### src/rtl/minterm_enumerator.sv
// rtl/minterm_enumerator.sv - sweeps all input vectors of a netlist and streams ON-set minterm indices
//
// Purpose: drives every vector 0..2^N_IN-1 into a single-output combinational
// netlist, samples its output and pushes each ON-set index into a small FIFO
// that feeds the downstream minimizer over a valid/ready stream.  The sweep
// holds its vector whenever the FIFO cannot take a new minterm.
//
// Ports:
//   clk, rst_n      rising-edge clock, synchronous active-low reset
//   start           one-cycle sweep request, honoured only when idle
//   vec_out         vector currently presented to the netlist
//   f_in            netlist response to vec_out
//   m_valid/m_ready/m_index/m_last   minterm stream to the minimizer
//   busy            sweeping or draining
//   done            one-cycle pulse once the sweep is complete and drained
//   minterm_count   ON-set size of the last/current sweep
module minterm_enumerator #(
  parameter int N_IN       = 13,
  parameter int FIFO_DEPTH = 4
) (
  input  logic            clk,
  input  logic            rst_n,
  input  logic            start,
  output logic [N_IN-1:0] vec_out,
  input  logic            f_in,
  output logic            m_valid,
  input  logic            m_ready,
  output logic [N_IN-1:0] m_index,
  output logic            m_last,
  output logic            busy,
  output logic            done,
  output logic [N_IN:0]   minterm_count
);

  localparam int AW = (FIFO_DEPTH > 1) ? $clog2(FIFO_DEPTH) : 1;

  localparam logic [1:0] S_IDLE  = 2'd0;
  localparam logic [1:0] S_SWEEP = 2'd1;
  localparam logic [1:0] S_DRAIN = 2'd2;
  localparam logic [1:0] S_DONE  = 2'd3;

  localparam logic [N_IN-1:0] VEC_MAX = {N_IN{1'b1}};
  localparam logic [AW:0]     FILL_FULL = (AW+1)'(FIFO_DEPTH);
  localparam logic [AW:0]     FILL_ONE  = (AW+1)'(1);

  logic [1:0]      state_q, state_d;
  logic [N_IN-1:0] vec_q, vec_d;
  logic [N_IN:0]   cnt_q, cnt_d;

  logic [N_IN-1:0]       idx_mem_q [FIFO_DEPTH];
  logic [FIFO_DEPTH-1:0] last_mem_q;
  logic [AW-1:0]         rd_ptr_q, wr_ptr_q;
  logic [AW:0]           fill_q;

  logic sweeping, at_max, pop, push, full_after_pop, advance, tail_is_final;

  assign sweeping = (state_q == S_SWEEP);
  assign at_max   = (vec_q == VEC_MAX);

  assign m_valid = (fill_q != '0);
  assign m_index = idx_mem_q[rd_ptr_q];
  assign pop     = m_valid & m_ready;

  // A pop in the same cycle frees a slot, so a full FIFO may still accept.
  assign full_after_pop = (fill_q == FILL_FULL) && !pop;
  assign push    = sweeping & f_in & !full_after_pop;
  assign advance = sweeping & (!f_in | push);

  // Once no further push can happen (draining, or the final vector is an
  // OFF-set vector), the single remaining entry is the final minterm even if
  // it was not tagged when pushed.
  assign tail_is_final = (fill_q == FILL_ONE) &&
                         ((state_q == S_DRAIN) || (sweeping && at_max && !f_in));
  assign m_last = m_valid & (last_mem_q[rd_ptr_q] | tail_is_final);

  assign vec_out       = vec_q;
  assign minterm_count = cnt_q;
  assign busy          = sweeping | (state_q == S_DRAIN);
  assign done          = (state_q == S_DONE);

  always_comb begin
    state_d = state_q;
    vec_d   = vec_q;
    cnt_d   = cnt_q;
    case (state_q)
      S_IDLE: begin
        if (start) begin
          state_d = S_SWEEP;
          vec_d   = '0;
          cnt_d   = '0;
        end
      end
      S_SWEEP: begin
        if (push) cnt_d = cnt_q + 1'b1;
        if (advance) begin
          if (at_max) state_d = S_DRAIN;
          else        vec_d   = vec_q + 1'b1;
        end
      end
      S_DRAIN: begin
        if (fill_q == '0) state_d = S_DONE;
      end
      default: begin
        state_d = S_IDLE;
        vec_d   = '0;
      end
    endcase
  end

  always_ff @(posedge clk) begin
    if (!rst_n) begin
      state_q  <= S_IDLE;
      vec_q    <= '0;
      cnt_q    <= '0;
      rd_ptr_q <= '0;
      wr_ptr_q <= '0;
      fill_q   <= '0;
    end else begin
      state_q <= state_d;
      vec_q   <= vec_d;
      cnt_q   <= cnt_d;
      if (push) wr_ptr_q <= wr_ptr_q + 1'b1;
      if (pop)  rd_ptr_q <= rd_ptr_q + 1'b1;
      case ({push, pop})
        2'b10:   fill_q <= fill_q + 1'b1;
        2'b01:   fill_q <= fill_q - 1'b1;
        default: fill_q <= fill_q;
      endcase
    end
  end

  // Storage needs no reset: entries are only observed while counted in fill_q.
  always_ff @(posedge clk) begin
    if (push) begin
      idx_mem_q[wr_ptr_q]  <= vec_q;
      last_mem_q[wr_ptr_q] <= at_max;
    end
  end

endmodule
### config.mk
export PLATFORM = sky130hd
export DESIGN_NAME = minterm_enumerator
export DESIGN_NICKNAME = d
export VERILOG_FILES = /design/src/rtl/minterm_enumerator.sv
export SDC_FILE = /design/constraint.sdc
export NUM_CORES = 1
export LEC_CHECK = 0
export CAP_MARGIN = 20
export CORE_ASPECT_RATIO = 2
export CORE_MARGIN = 8
export CORE_UTILIZATION = 30
export DETAILED_ROUTE_END_ITERATION = 10
export DONT_BUFFER_PORTS = 1
export SYNTH_ARGS = -nofsm -noshare
export SYNTH_HDL_FRONTEND = slang
export SYNTH_SLANG_ARGS = --single-unit
### constraint.sdc
create_clock -name clk -period 5.4 [get_ports clk]
set_input_delay 1.08 -clock clk [delete_from_list [all_inputs] [get_ports clk]]
set_output_delay 1.08 -clock clk [all_outputs]
set_load 0.005 [all_outputs]
======== Word level (Yosys, flattened, before mapping) ========
Memories as Yosys holds them, arrays and structs flattened. A register that Yosys moved wholly into a read port is not among the register bits.
Index checks and enable logic that the tools add are counted.
storage, ports and cells
  bits in registers ....................... 40
  memory bits (writable) .................. 52
  bits of input ports ..................... 5
  output and inout bits ................... 44
  logic and storage cells ................. 79
  memories kept ........................... 1
memory list
  memory     words  width  read ports  clocked after memory_dff  wr ports  RTL line  source
  idx_mem_q  4      13     1           1                         1         50        logic [N_IN-1:0] idx_mem_q [FIFO_DEPTH];
operators by class
  add/subtract/negate cells ............... 6
  order comparisons ....................... 3
  eq/ne operators ......................... 14
  mux-type cells .......................... 22
  bitwise gates (word level) .............. 9
  reduce and logical (&&, ||, !) cells .... 17
operator list
  operator               count
  $mux 13                3
  $pmux 13 s3            1
  $mux 14                2
  $pmux 14 s2            1
  $add 14x1->14 const B  1
  $add 13x1->13 const B  1
  $eq 13x13->1 const B   1
  $mux 2                 6
  $ne 2x1->1 const B     4
  $reduce_and 4->1       2
  $eq 2x2->1 const B     3
  $lt 2x3->1 const B     2
  $pmux 2 s3             1
  $pmux 3 s2             1
  $and 1x1->1            5
  $logic_and 1x1->1      5
  $add 2x1->2 const B    2
  $bwmux 4               1
  $eq 2x1->1 const B     2
  $mux 1                 4
  $ne 2x2->1 const B     2
  $reduce_bool 2->1      2
  $add 3x1->3 const B    1
  $eq 3x1->1 const B     1
  other kinds (13)       17

======== Depth between registers and ports, before layout ========
  word-level depth ........................ 10
  mapped depth ............................ 11
  depth with buffers taken out ............ 9

======== Worst setup path after synthesis ========
OpenSTA, ideal clock, no wires.
  path type ............................... flip-flop to output port
  start point ............................. register state_q[1]
  end point ............................... output port m_last
  arrival ................................. 1704 ps
  required time ........................... 4320 ps
  setup slack ............................. 2616 ps
  cell stages (with the launch flop) ...... 7
  path buffers ............................ 0
  path through ............................ dfxtp_1 -> inv_1 -> ha_1 -> inv_1 -> nor4_1 -> nand3b_1 -> a21boi_0
between the ends
  cells in the longest elaborated chain, start to end .. 7
  elaborated cells between the ends (all ways) .. 8
  those cells by class .................... eq/ne: 2; bitwise: 2; reduce/logical: 4
ends and longest elaborated chain
  what                            RTL line  source
  from (decl)                     46        logic [1:0] state_q, state_d;
  from (signal assigned)          119       state_q <= state_d;
  $eq 2x1->1                      57        assign sweeping = (state_q == S_SWEEP);
  $logic_and 1x1->1 (2 in a row)  73        ((state_q == S_DRAIN) || (sweeping && at_max && !f_in));
  $logic_or 1x1->1 *              73
  $logic_and 1x1->1 *             72        assign tail_is_final = (fill_q == FILL_ONE) &&
  $or 1x1->1 *                    74        assign m_last = m_valid & (last_mem_q[rd_ptr_q] | tail_is_final);
  $and 1x1->1 *                   74
  to (decl)                       29        output logic m_last,
Mark *: on every way between the ends. The rest lies on a longest branch, timed or not.

======== Final worst setup path ========
  start point ............................. register state_q[0]
  end point ............................... output port m_last
The elaborated chain is that of the path after synthesis.

==> results.yml <==
status:
  status: "completed"
critical_path:
  worstPathArrival_ps: 2420
  worstSetupPathType: "reg2out"
  critPathMaxFanout: 14
  cp.required_ps: 4320
  cp-start-kind: "register"
  crit_path_end_kind: "output port"
logic_synthesis:
  synthArstFlopShare: 0
  synth_edf_count: 56
  synth_top_family_by_area: "simple AND/OR/NAND/NOR gates"
  netlist_area_um2: 4270
  ys_seq_area_frac: 0.571
  syn-num-nets: 362
  synth_top_area_frac: 0.393
  yosys.area_share.simple: 0.150
  synthCells: 341
  synth_compound_area_frac: 0.111
  ys.flop_type: "edfxtp_1"
  synth_largest_area_cell: "edfxtp_1"
  muxShareOfSynthArea: 0.0808
  ys_seq_elements: 94
  syn_avg_cell_area_um2: 12.5
  synth_xor_area_frac: 0.0102
  synth.distinct_cells: 51
  synth_warnings: 0
  synth_area_leaders: "edfxtp_1 (39%), dfxtp_1 (18%), mux4_2 (7.4%)"
  synth_fa_ha_area_frac: 0.0468
route:
  vias: 2778
  drc: 0
  viasPerCell: 5.22
  drt_iter0_drc: 149
  dr.pass1.iters: 5
  ant_nets: 0
  routedWlPerCell_um: 17.7
  drt_wl_total_um: 9400
floorplanning:
  num_rows: 62
  core_um2: 14100
  io_pins: 49
  die-area_um2: 18600
  start_util: 0.303
  die-height_um: 185
  die_w_um: 100
power:
  vdd_drop_max_uv: 265
  p_leak_nw: 1.53
  power_density_nw_per_um2: 410
  power.total_mw: 1.94
cts:
  cts.sinks: 94
  clock_path_buffers: 2
  cts_buffers: 9
  hold_buffers: 0
  clkTransAtPathRegs_ps: 70
  postCtsSetupBuffers: 0
  cts_resized: 0
  clockRootBuffer: "clkbuf_16"
  htree_levels: 3
  cts_tree: "yes"
  clkLatencyLatePin_ps: 340
timing:
  worst_pin_slew_ps: 867
  rsz0062_at_grt: "no"
  fmax_mhz: 285
  drv_slew: 0
  tns_ps: 0
  skew_ps: 10.4
  hold_viol: 0
  slew_headroom: 0.421
  min_period_ps: 3500
  post-route-period-util: 0.649
  final-setup-viol-count: 0
global_route:
  grt-ovfl-total: 0
  grt_pass1_wl_um: 14900
  first_global_vias: 2719
  antenna_found_initial: 0
  grt_start_max_net_pins: 25
  grt_use_total: 0.105
run:
  maxCapViolations: 0
place:
  gp_congestion: 0.804
  io_buffers: 0
  dpl.hpwl_um: 6360
finish:
  syn2layout_area_growth_pct: 11.0
  nets: 356
  drive_above_1_share: 0.0971
  diodes: 0
hold_path:
  hold_path_class: "reg2reg"
through the flow:
step / setup WS (ps) / std cells / util / cell area (um^2) / hold slack [ps]
after floorplan: 2620 / 341 / - / 4270 / 468
after global placement: 2310 / 516 / 0.315 / 4450 / 508
after detailed placement: 2240 / 516 / 0.315 / 4450 / 515
after CTS: 1840 / 532 / 0.336 / 4750 / 531
after global routing: 1600 / 532 / 0.336 / 4750 / 563
final: 1900 / 532 / 0.336 / 4750 / 519
state kept, by name, indices dropped and copies added (netlist names), named ones only:
signal / count
rd_ptr_q: 2
fill_q: 3
idx_mem_q: 52
vec_out: 13
state_q: 2
wr_ptr_q: 2
last_mem_q: 4
minterm_count: 14
path summary, 6_finish.rpt:
kind,startpoint,to,slack [ps],depth (start not counted)
worst min register to register,minterm_count[13],minterm_count[13],520,2
worst max-delay path,state_q[0],m_last,1900,6
worst min-delay path,minterm_count[13],minterm_count[13],520,2
worst max register to register,state_q[0],fill_q[2],2780,7
cell usage in the layout, fill, tap and decap left out, types with 4 or more instances in the layout:
cell type and count:
mux4_2 14, nand2b_1 4, ha_1 16, and3_1 7, o31ai_1 10, a31oi_1 5
nand4b_1 4, nand3_1 14, a211oi_1 4, and4_1 5, or4_1 9, o211ai_1 4
dfxtp_1 38, clkbuf_16 9, edfxtp_1 56, nor3_1 4, nand2_1 15, inv_1 13
nor2_1 13, nand3b_1 6, a21oi_1 20, nand4_1 10, o21ai_0 10
critical path, cell delays in order, from the launching register on:
cell,delay [ps]
dfxtp_1,410
ha_1,490
inv_1,260
nor4_1,340
buf_4,210
nand3b_1,80
a21boi_0,290
synth_stat cells (all sizes together) (6+ instances only):
cell	count
edfxtp	56
dfxtp	38
a21oi	20
ha	16
nand2	15
mux4	14
nand3	14
inv	13
nor2	13
clkbuf	11
nand4	11
o21ai	10
o31ai	10
or4	9
buf	8
and3	7
nand3b	6
layer usage:
metal	routed length (um)	GRT usage	vias up
met4	204	0.0537	0
met3	888	0.0369	15
met1	3840	0.125	1334
met2	4470	0.163	109
li1	-	-	1320
met5	0	0	-
layout make-up:
| cell class | count | area [um^2] |
|---|---|---|
| clock buffer | 10 | 229 |
| sequential | 94 | 2440 |
| multi-input combinational | 215 | 1700 |
| inverter | 13 | 48.8 |
| fill | 1441 | 9370 |
| clock inverter | 6 | 68.8 |
| tap | 192 | 240 |
| timing repair buffer | 2 | 15.0 |
cell families after synthesis:
logic type,Yosys count
compound gates,70
xor+xnor,5
flops,94
simple gates,107
fa+ha+maj,16
buf+inv,32
mux,17
where the power goes:
part | switching, mW | internal, mW | leakage (nW)
combinational | 0.265 | 0.173 | 0.534
sequential | 0.0624 | 0.806 | 0.856
clock | 0.275 | 0.363 | 0.144
Note: power is estimated with default switching activity, not from simulation.
